File: src/rtl/boss_attack_sched.sv
// Boss attack scheduler: frame-paced CHASE -> WINDUP -> ATTACK loop with
// melee/ranged selection by distance and a sticky enrage that shortens cooldown.
module boss_attack_sched #(
  parameter int WINDUP_FRAMES   = 30,
  parameter int ATTACK_FRAMES   = 20,
  parameter int COOLDOWN_NORMAL = 90,
  parameter int COOLDOWN_ENRAGE = 45,
  parameter int ENRAGE_HP       = 50,
  parameter int MELEE_RANGE     = 150
) (
  input  logic        clk,
  input  logic        rst_n,
  input  logic [1:0]  game_active,
  input  logic        game_start,
  input  logic        frame_tick,
  input  logic [6:0]  boss_hp,
  input  logic        boss_alive,
  input  logic [11:0] boss_x,
  input  logic [11:0] char_x,
  output logic        move_en,
  output logic        windup,
  output logic        attack_start,
  output logic        attack_active,
  output logic        attack_type,
  output logic        enraged,
  output logic [2:0]  state
);

  typedef enum logic [2:0] {
    ST_IDLE   = 3'd0,
    ST_CHASE  = 3'd1,
    ST_WINDUP = 3'd2,
    ST_ATTACK = 3'd3,
    ST_DEAD   = 3'd4
  } state_t;

  localparam logic [8:0]  CD_NORMAL = 9'(COOLDOWN_NORMAL);
  localparam logic [8:0]  CD_ENRAGE = 9'(COOLDOWN_ENRAGE);
  localparam logic [8:0]  WU_LEN    = 9'(WINDUP_FRAMES);
  localparam logic [8:0]  AT_LEN    = 9'(ATTACK_FRAMES);
  localparam logic [12:0] MELEE_LIM = 13'(MELEE_RANGE);
  localparam logic [6:0]  ENR_LIM   = 7'(ENRAGE_HP);

  state_t      st_q, st_d;
  logic [7:0]  cnt_q, cnt_d;
  logic        enr_q, enr_d;
  logic        atype_q, atype_d;
  logic        move_en_d, windup_d, attack_start_d, attack_active_d, enraged_d;

  logic        playing_s, hp_low_s, dead_s, restart_s, ranged_s, active_s, phase_done_s;
  logic [12:0] diff_s, absd_s;
  logic [8:0]  cnt_inc_s, limit_s;

  assign playing_s = (game_active == 2'd1);
  assign hp_low_s  = (boss_hp < ENR_LIM);
  assign dead_s    = (!boss_alive) || (boss_hp == 7'd0);
  assign restart_s = game_start && ((st_q != ST_IDLE) || playing_s);
  assign diff_s    = {1'b0, boss_x} - {1'b0, char_x};
  assign absd_s    = diff_s[12] ? (13'd0 - diff_s) : diff_s;
  assign ranged_s  = (absd_s >= MELEE_LIM);
  assign cnt_inc_s = {1'b0, cnt_q} + 9'd1;

  // Frame budget of the current phase; >= lets a mid-CHASE enrage fire on the next tick.
  always_comb begin
    case (st_q)
      ST_CHASE:  limit_s = enr_q ? CD_ENRAGE : CD_NORMAL;
      ST_WINDUP: limit_s = WU_LEN;
      ST_ATTACK: limit_s = AT_LEN;
      default:   limit_s = 9'd511;
    endcase
  end

  assign phase_done_s = frame_tick && (cnt_inc_s >= limit_s);

  // Next state, counter, latched attack type and enrage flag by event priority.
  always_comb begin
    st_d    = st_q;
    atype_d = atype_q;
    enr_d   = enr_q | hp_low_s;
    if (restart_s) begin
      st_d    = ST_CHASE;
      enr_d   = hp_low_s;
      atype_d = 1'b0;
    end else if ((st_q != ST_IDLE) && dead_s) begin
      st_d = ST_DEAD;
    end else if ((st_q != ST_IDLE) && !playing_s) begin
      st_d = ST_IDLE;
    end else if (phase_done_s) begin
      case (st_q)
        ST_CHASE: begin
          st_d    = ST_WINDUP;
          atype_d = ranged_s;
        end
        ST_WINDUP: st_d = ST_ATTACK;
        ST_ATTACK: st_d = ST_CHASE;
        default:   st_d = st_q;
      endcase
    end else begin
      st_d = st_q;
    end

    if (restart_s || (st_d != st_q)) begin
      cnt_d = 8'd0;
    end else if (frame_tick && (cnt_q != 8'd255)) begin
      cnt_d = cnt_q + 8'd1;
    end else begin
      cnt_d = cnt_q;
    end

    if ((st_d == ST_IDLE) || (st_d == ST_DEAD)) begin
      atype_d = 1'b0;
    end else begin
      atype_d = atype_d;
    end
  end

  // Output values for the state being entered, so outputs register alongside it.
  always_comb begin
    active_s        = (st_d == ST_CHASE) || (st_d == ST_WINDUP) || (st_d == ST_ATTACK);
    move_en_d       = (st_d == ST_CHASE) || ((st_d == ST_ATTACK) && atype_d);
    windup_d        = (st_d == ST_WINDUP);
    attack_active_d = (st_d == ST_ATTACK);
    attack_start_d  = (st_d == ST_ATTACK) && (st_q != ST_ATTACK);
    enraged_d       = enr_d && active_s;
  end

  // State, counter, flags and registered outputs.
  always_ff @(posedge clk or negedge rst_n) begin
    if (!rst_n) begin
      st_q          <= ST_IDLE;
      cnt_q         <= 8'd0;
      enr_q         <= 1'b0;
      atype_q       <= 1'b0;
      move_en       <= 1'b0;
      windup        <= 1'b0;
      attack_start  <= 1'b0;
      attack_active <= 1'b0;
      attack_type   <= 1'b0;
      enraged       <= 1'b0;
      state         <= 3'd0;
    end else begin
      st_q          <= st_d;
      cnt_q         <= cnt_d;
      enr_q         <= enr_d;
      atype_q       <= atype_d;
      move_en       <= move_en_d;
      windup        <= windup_d;
      attack_start  <= attack_start_d;
      attack_active <= attack_active_d;
      attack_type   <= atype_d;
      enraged       <= enraged_d;
      state         <= st_d;
    end
  end

endmodule

File: config.mk
export PLATFORM = sky130hd
export DESIGN_NAME = boss_attack_sched
export DESIGN_NICKNAME = d
export VERILOG_FILES = /design/src/rtl/boss_attack_sched.sv
export SDC_FILE = /design/constraint.sdc
export NUM_CORES = 1
export LEC_CHECK = 0
export ABC_AREA = 1
export CAP_MARGIN = 30
export CORE_MARGIN = 2
export CORE_UTILIZATION = 48
export CTS_CLUSTER_DIAMETER = 120
export DETAILED_ROUTE_END_ITERATION = 10
export GPL_TIMING_DRIVEN = 0
export PLACE_DENSITY = 0.77
export SLEW_MARGIN = 20
export SYNTH_ARGS = -nofsm -noshare
export SYNTH_HDL_FRONTEND = slang
export SYNTH_SLANG_ARGS = --single-unit
File: constraint.sdc
create_clock -name clk -period 2.8 [get_ports clk]
set_input_delay 0.56 -clock clk [delete_from_list [all_inputs] [get_ports clk]]
set_output_delay 0.56 -clock clk [all_outputs]
set_load 0.02 [all_outputs]
==> summary.md <==
| Metric | Value |
|---|---|
| Result of the run | finished, violations left |
| Violated checks | setup timing |
| Count of final hold-check violations | 0 |
| Crit path capture | cnt_q[5] |
| Post-synthesis to final-layout area growth | 32.06% |
| Top-level I/O count | 47 |
| Yosys Warn Count | 0 |
| Number of standard-cell rows in the floorplan | 26 |
| Worst slew margin relative to its limit | 43.74% |
| CP required | 2.99 ns |
| Maximum level of the CTS H-tree | 1 |
| Cell type group with the largest total delay on the critical path | simple AND/OR/NAND/NOR gates |
| Peak supply drop | 171.2 µV |
| Synth Cell Area | ~2500 µm² |
| Cells after synthesis | 415 |
| Height of the die | about 76 µm |
| Total Wirelength | roughly 5.8 mm |
| Most numerous cell in the Yosys netlist | sky130_fd_sc_hd__nand2_1 |
| Pin count of the biggest net entering global routing | 19 |
| Initial core utilization | 49.21% |
| Share of flip-flops with an asynchronous set or reset | 100.0% |
| GR Util All Layers | 19.69% |
| Wire length per cell after detailed routing | ~11 µm |
| FF-to-FF End | cnt_q[5] |
| Worst-path clk slew | 0.07 ns |
| DIE WIDTH | ~76 µm |
| Sequence of cells on the critical path | ha_2 -> nand3_2 -> inv_2 -> nand3_2 -> xor2_2 -> inv_2 -> ha_4 -> nand2_2 -> nor2_2 -> nand3b_1 -> nand4_1 -> nand2_2 -> o21ai_2 -> nand2_2 -> nor2_4 -> nand2_1 -> nand2_2 -> nand4_4 -> nor2_2 |
| Global-route wire length before repair | 9.749 mm |
| Final sum of negative setup slack | -0.5942 ns |
| Count of flip-flops with a built-in enable after synthesis | 0 |
| Layout Nets | 539 |
| TritonCTS clock tree | yes |
| Core region area | 5075 µm² |
| Library cell occupying the most area in the post-synthesis netlist | sky130_fd_sc_hd__nand2_1 |
| Vias after detailed routing | between 2000 and 3000 |
| Reg2reg setup slack | -0.1 ns |
| Filler cells | 467 |
| Worst hold slack | 0.5956 ns |
| CTS sink count | 18 |
| Type of the tightest min-delay check | reg2reg |
| Max-Cap Viols | 0 |
| Port Buffers | 46 |
| Routing usage on met1 | 22.09% |
| Clk buf depth | 2 |
| Global route overflow | 0 |
| Leakage power summed over all cells | ~1.8 nW |
| Final period demand of the worst path | 2.895 ns |
| Flip-flop cell with the highest count after synthesis | sky130_fd_sc_hd__dfrtp_1 |
| Worst Setup Slack, final | -0.09525 ns |
| Synthesized netlist net count | 477 |
| Hold buffer count at CTS | 0 |
| Syn_area_per_cell | 6.018 µm² |
| Antenna Nets Post-Route | 0 |
| Critical Path Stages | 19 |
| Critical path peak fanout | 8 |
| CP max-delay cell | sky130_fd_sc_hd__dfrtp_1 |
| Global-route met2 utilization | between 30% and 40% |
| Cell area power density | about 440 nW/µm² |
| Worst Reg-to-Reg Cells | 19 |
| Placer Congestion | 0.8733 |
| Class of the most critical setup path | reg2reg |
| Non-filler cells, final | 546 |
| Met3 track demand over resource | 2.251% |
| Ratio of cells with drive above 1 in the final layout | 16.81% |
| Transition time at the pin with the least slew margin | 0.8412 ns |
| Layer with the highest usage after global routing | met2 |
| Sequential element share of the synthesized area | 18.04% |
| Number of synthesized register bits | 18 |
| Initial antenna violation count | 0 |
| Cell count after placement | 531 |
| Count of unresolved DRC violations after routing | 0 |
| Worst Path Buf+Inv | 2 |
| Antenna diodes | 0 |
| Clock latency at the later pin of the worst-skew pair | 0.26 ns |
| Leading post-synthesis cells by instance count | sky130_fd_sc_hd__nand2_1 (124), sky130_fd_sc_hd__inv_1 (77), sky130_fd_sc_hd__nor2_1 (46) |
| Post-placement worst setup slack | -0.5587 ns |
| Start point of the critical path | cnt_q[0] |
| Synth top area cells | sky130_fd_sc_hd__nand2_1 (19%), sky130_fd_sc_hd__dfrtp_1 (18%), sky130_fd_sc_hd__inv_1 (12%) |
| Setup repair after global routing missed its margin | yes |
| Final standard cell utilization of the core | between 60% and 70% |
| Arrival time of the worst setup path | 3.09 ns |
| Setup Viol. Count Final | 8 |
| Slowest Stage Delay on Critical Path | 0.40 ns |
| First-pass DRT Iterations | 4 |
| Detailed placement HPWL | between 4 and 5 mm |
| Area of the die | 5796 µm² |
| Setup crit start kind | register |
| Library cells used by synthesis | 33 |
| Number of global-route vias before repair | 2433 |
| Total clock buffers created by CTS | 3 |
| Portion of the clock cycle consumed by the worst path in the final layout | 103.4% |
| Cell seen most often among critical-path stages | sky130_fd_sc_hd__nand2_2 |
| Endpoint class of the critical path | register |
| Clock tree skew after final layout | a little over 0.003 ns |
| Initial DRC Count | 104 |
| Vias per cell | 4.952 |
| CTS root buffer | sky130_fd_sc_hd__clkbuf_8 |
| Top cell type's share of synthesized area | 18.64% |
| Startpoint of the worst register-to-register path | cnt_q[0] |
| Max Transition Viols Final | 0 |
| Achievable Freq | ~350 MHz |
[metrics by stage]
stage,instance area [µm²],total power [mW]
2_1_floorplan,2497,0.9273
3_3_place_gp,3045,1.140
3_5_place_dp,3045,1.162
4_1_cts,3213,1.425
5_1_grt,3298,1.580
6_report,3298,1.455
[cells in the final DEF (no fill, tap or decap), drive strengths merged]
| cell | synthesis | routed |
|---|---|---|
| buf | 3 | 14 |
| mux2i | 2 | 2 |
| ha | 23 | 23 |
| xnor2 | 1 | 1 |
| o21ai | 13 | 13 |
| fa | 1 | 1 |
| o21bai | 3 | 3 |
| nand2 | 133 | 133 |
| nand3b | 4 | 4 |
| or2 | 1 | 1 |
| nand4 | 11 | 11 |
| o21a | 1 | 1 |
| a31oi | 1 | 1 |
| a21boi | 1 | 1 |
| dfrtp | 18 | 18 |
| a21oi | 15 | 15 |
| inv | 81 | 81 |
| clkbuf | 0 | 4 |
| nor3 | 5 | 5 |
| xor2 | 8 | 8 |
| a22oi | 1 | 1 |
| clkdlybuf4s50 | 0 | 43 |
| nor2 | 55 | 55 |
| dlygate4sd2 | 0 | 3 |
| nand3 | 33 | 33 |
| and2 | 1 | 1 |
[metal layers]
layer / up-vias / wire length, µm
met4: 0 / 183
met1: 1190 / 2427
met3: 17 / 215
met5: - / 0
li1: 1423 / -
met2: 74 / 2958
[worst min-delay path: stages (launching register included)]
cell and delay, ns:
sky130_fd_sc_hd__dfrtp_1 0.38, sky130_fd_sc_hd__mux2i_1 0.08, sky130_fd_sc_hd__nor2_1 0.09
[logic make-up after synthesis]
logic type / count (synthesis) / share of synthesized area [%]
AOI/OAI and AO/OA: 35 / 8.267
xor gates and xnor gates: 9 / 3.156
adders and majority gates: 24 / 12.32
buffers and inverters: 84 / 13.28
DFF: 18 / 18.04
muxes: 2 / 0.8016
and+or+nand+nor: 243 / 44.14
[report_power, final]
group | internal, mW | switching [mW] | total [mW]
Combinational | 0.357 | 0.538 | 0.895
Clock | 0.125 | 0.0960 | 0.221
Sequential | 0.302 | 0.0360 | 0.338
[what timing repair did]
item	4_1_cts	5_1_grt
gates resized for setup	16	20
setup buffers	8	3
endpoints found under the setup margin	10	14
gates cloned	0	0
pin swaps	14	10
[sequential cells by signal (all words and copies together) (netlist names)]
register	flops
st_q	3
move_en	1
cnt_q	8
enr_q	1
atype_q	1
enraged	1
windup	1
attack_active	1
attack_start	1
[worst min-delay path by stage]
stage / depth (start not counted) / to / slack (ns) / startpoint
floorplan: 0 / attack_active / 0.26 / rst_n
detailed placement: 2 / enr_q / 0.57 / enr_q
global route: 2 / cnt_q[2] / 0.62 / cnt_q[2]
finish: 2 / cnt_q[2] / 0.60 / cnt_q[2]
global placement: 2 / cnt_q[1] / 0.55 / cnt_q[1]
CTS: 2 / enr_q / 0.60 / enr_q
[area by class of cell]
cell class | instances | area, µm² | share of cell area, %
repair buffers | 57 | 539.3 | 16.35
flip-flops and latches | 18 | 451.7 | 13.69
clock buffers | 4 | 55.05 | 1.669
inverters | 81 | 304.0 | 9.219
plain buffers | 3 | 27.53 | 0.8346
well taps | 70 | 87.58 | 2.656
multi-input cells | 313 | 1833 | 55.58
(Power assumes the default switching activity.)
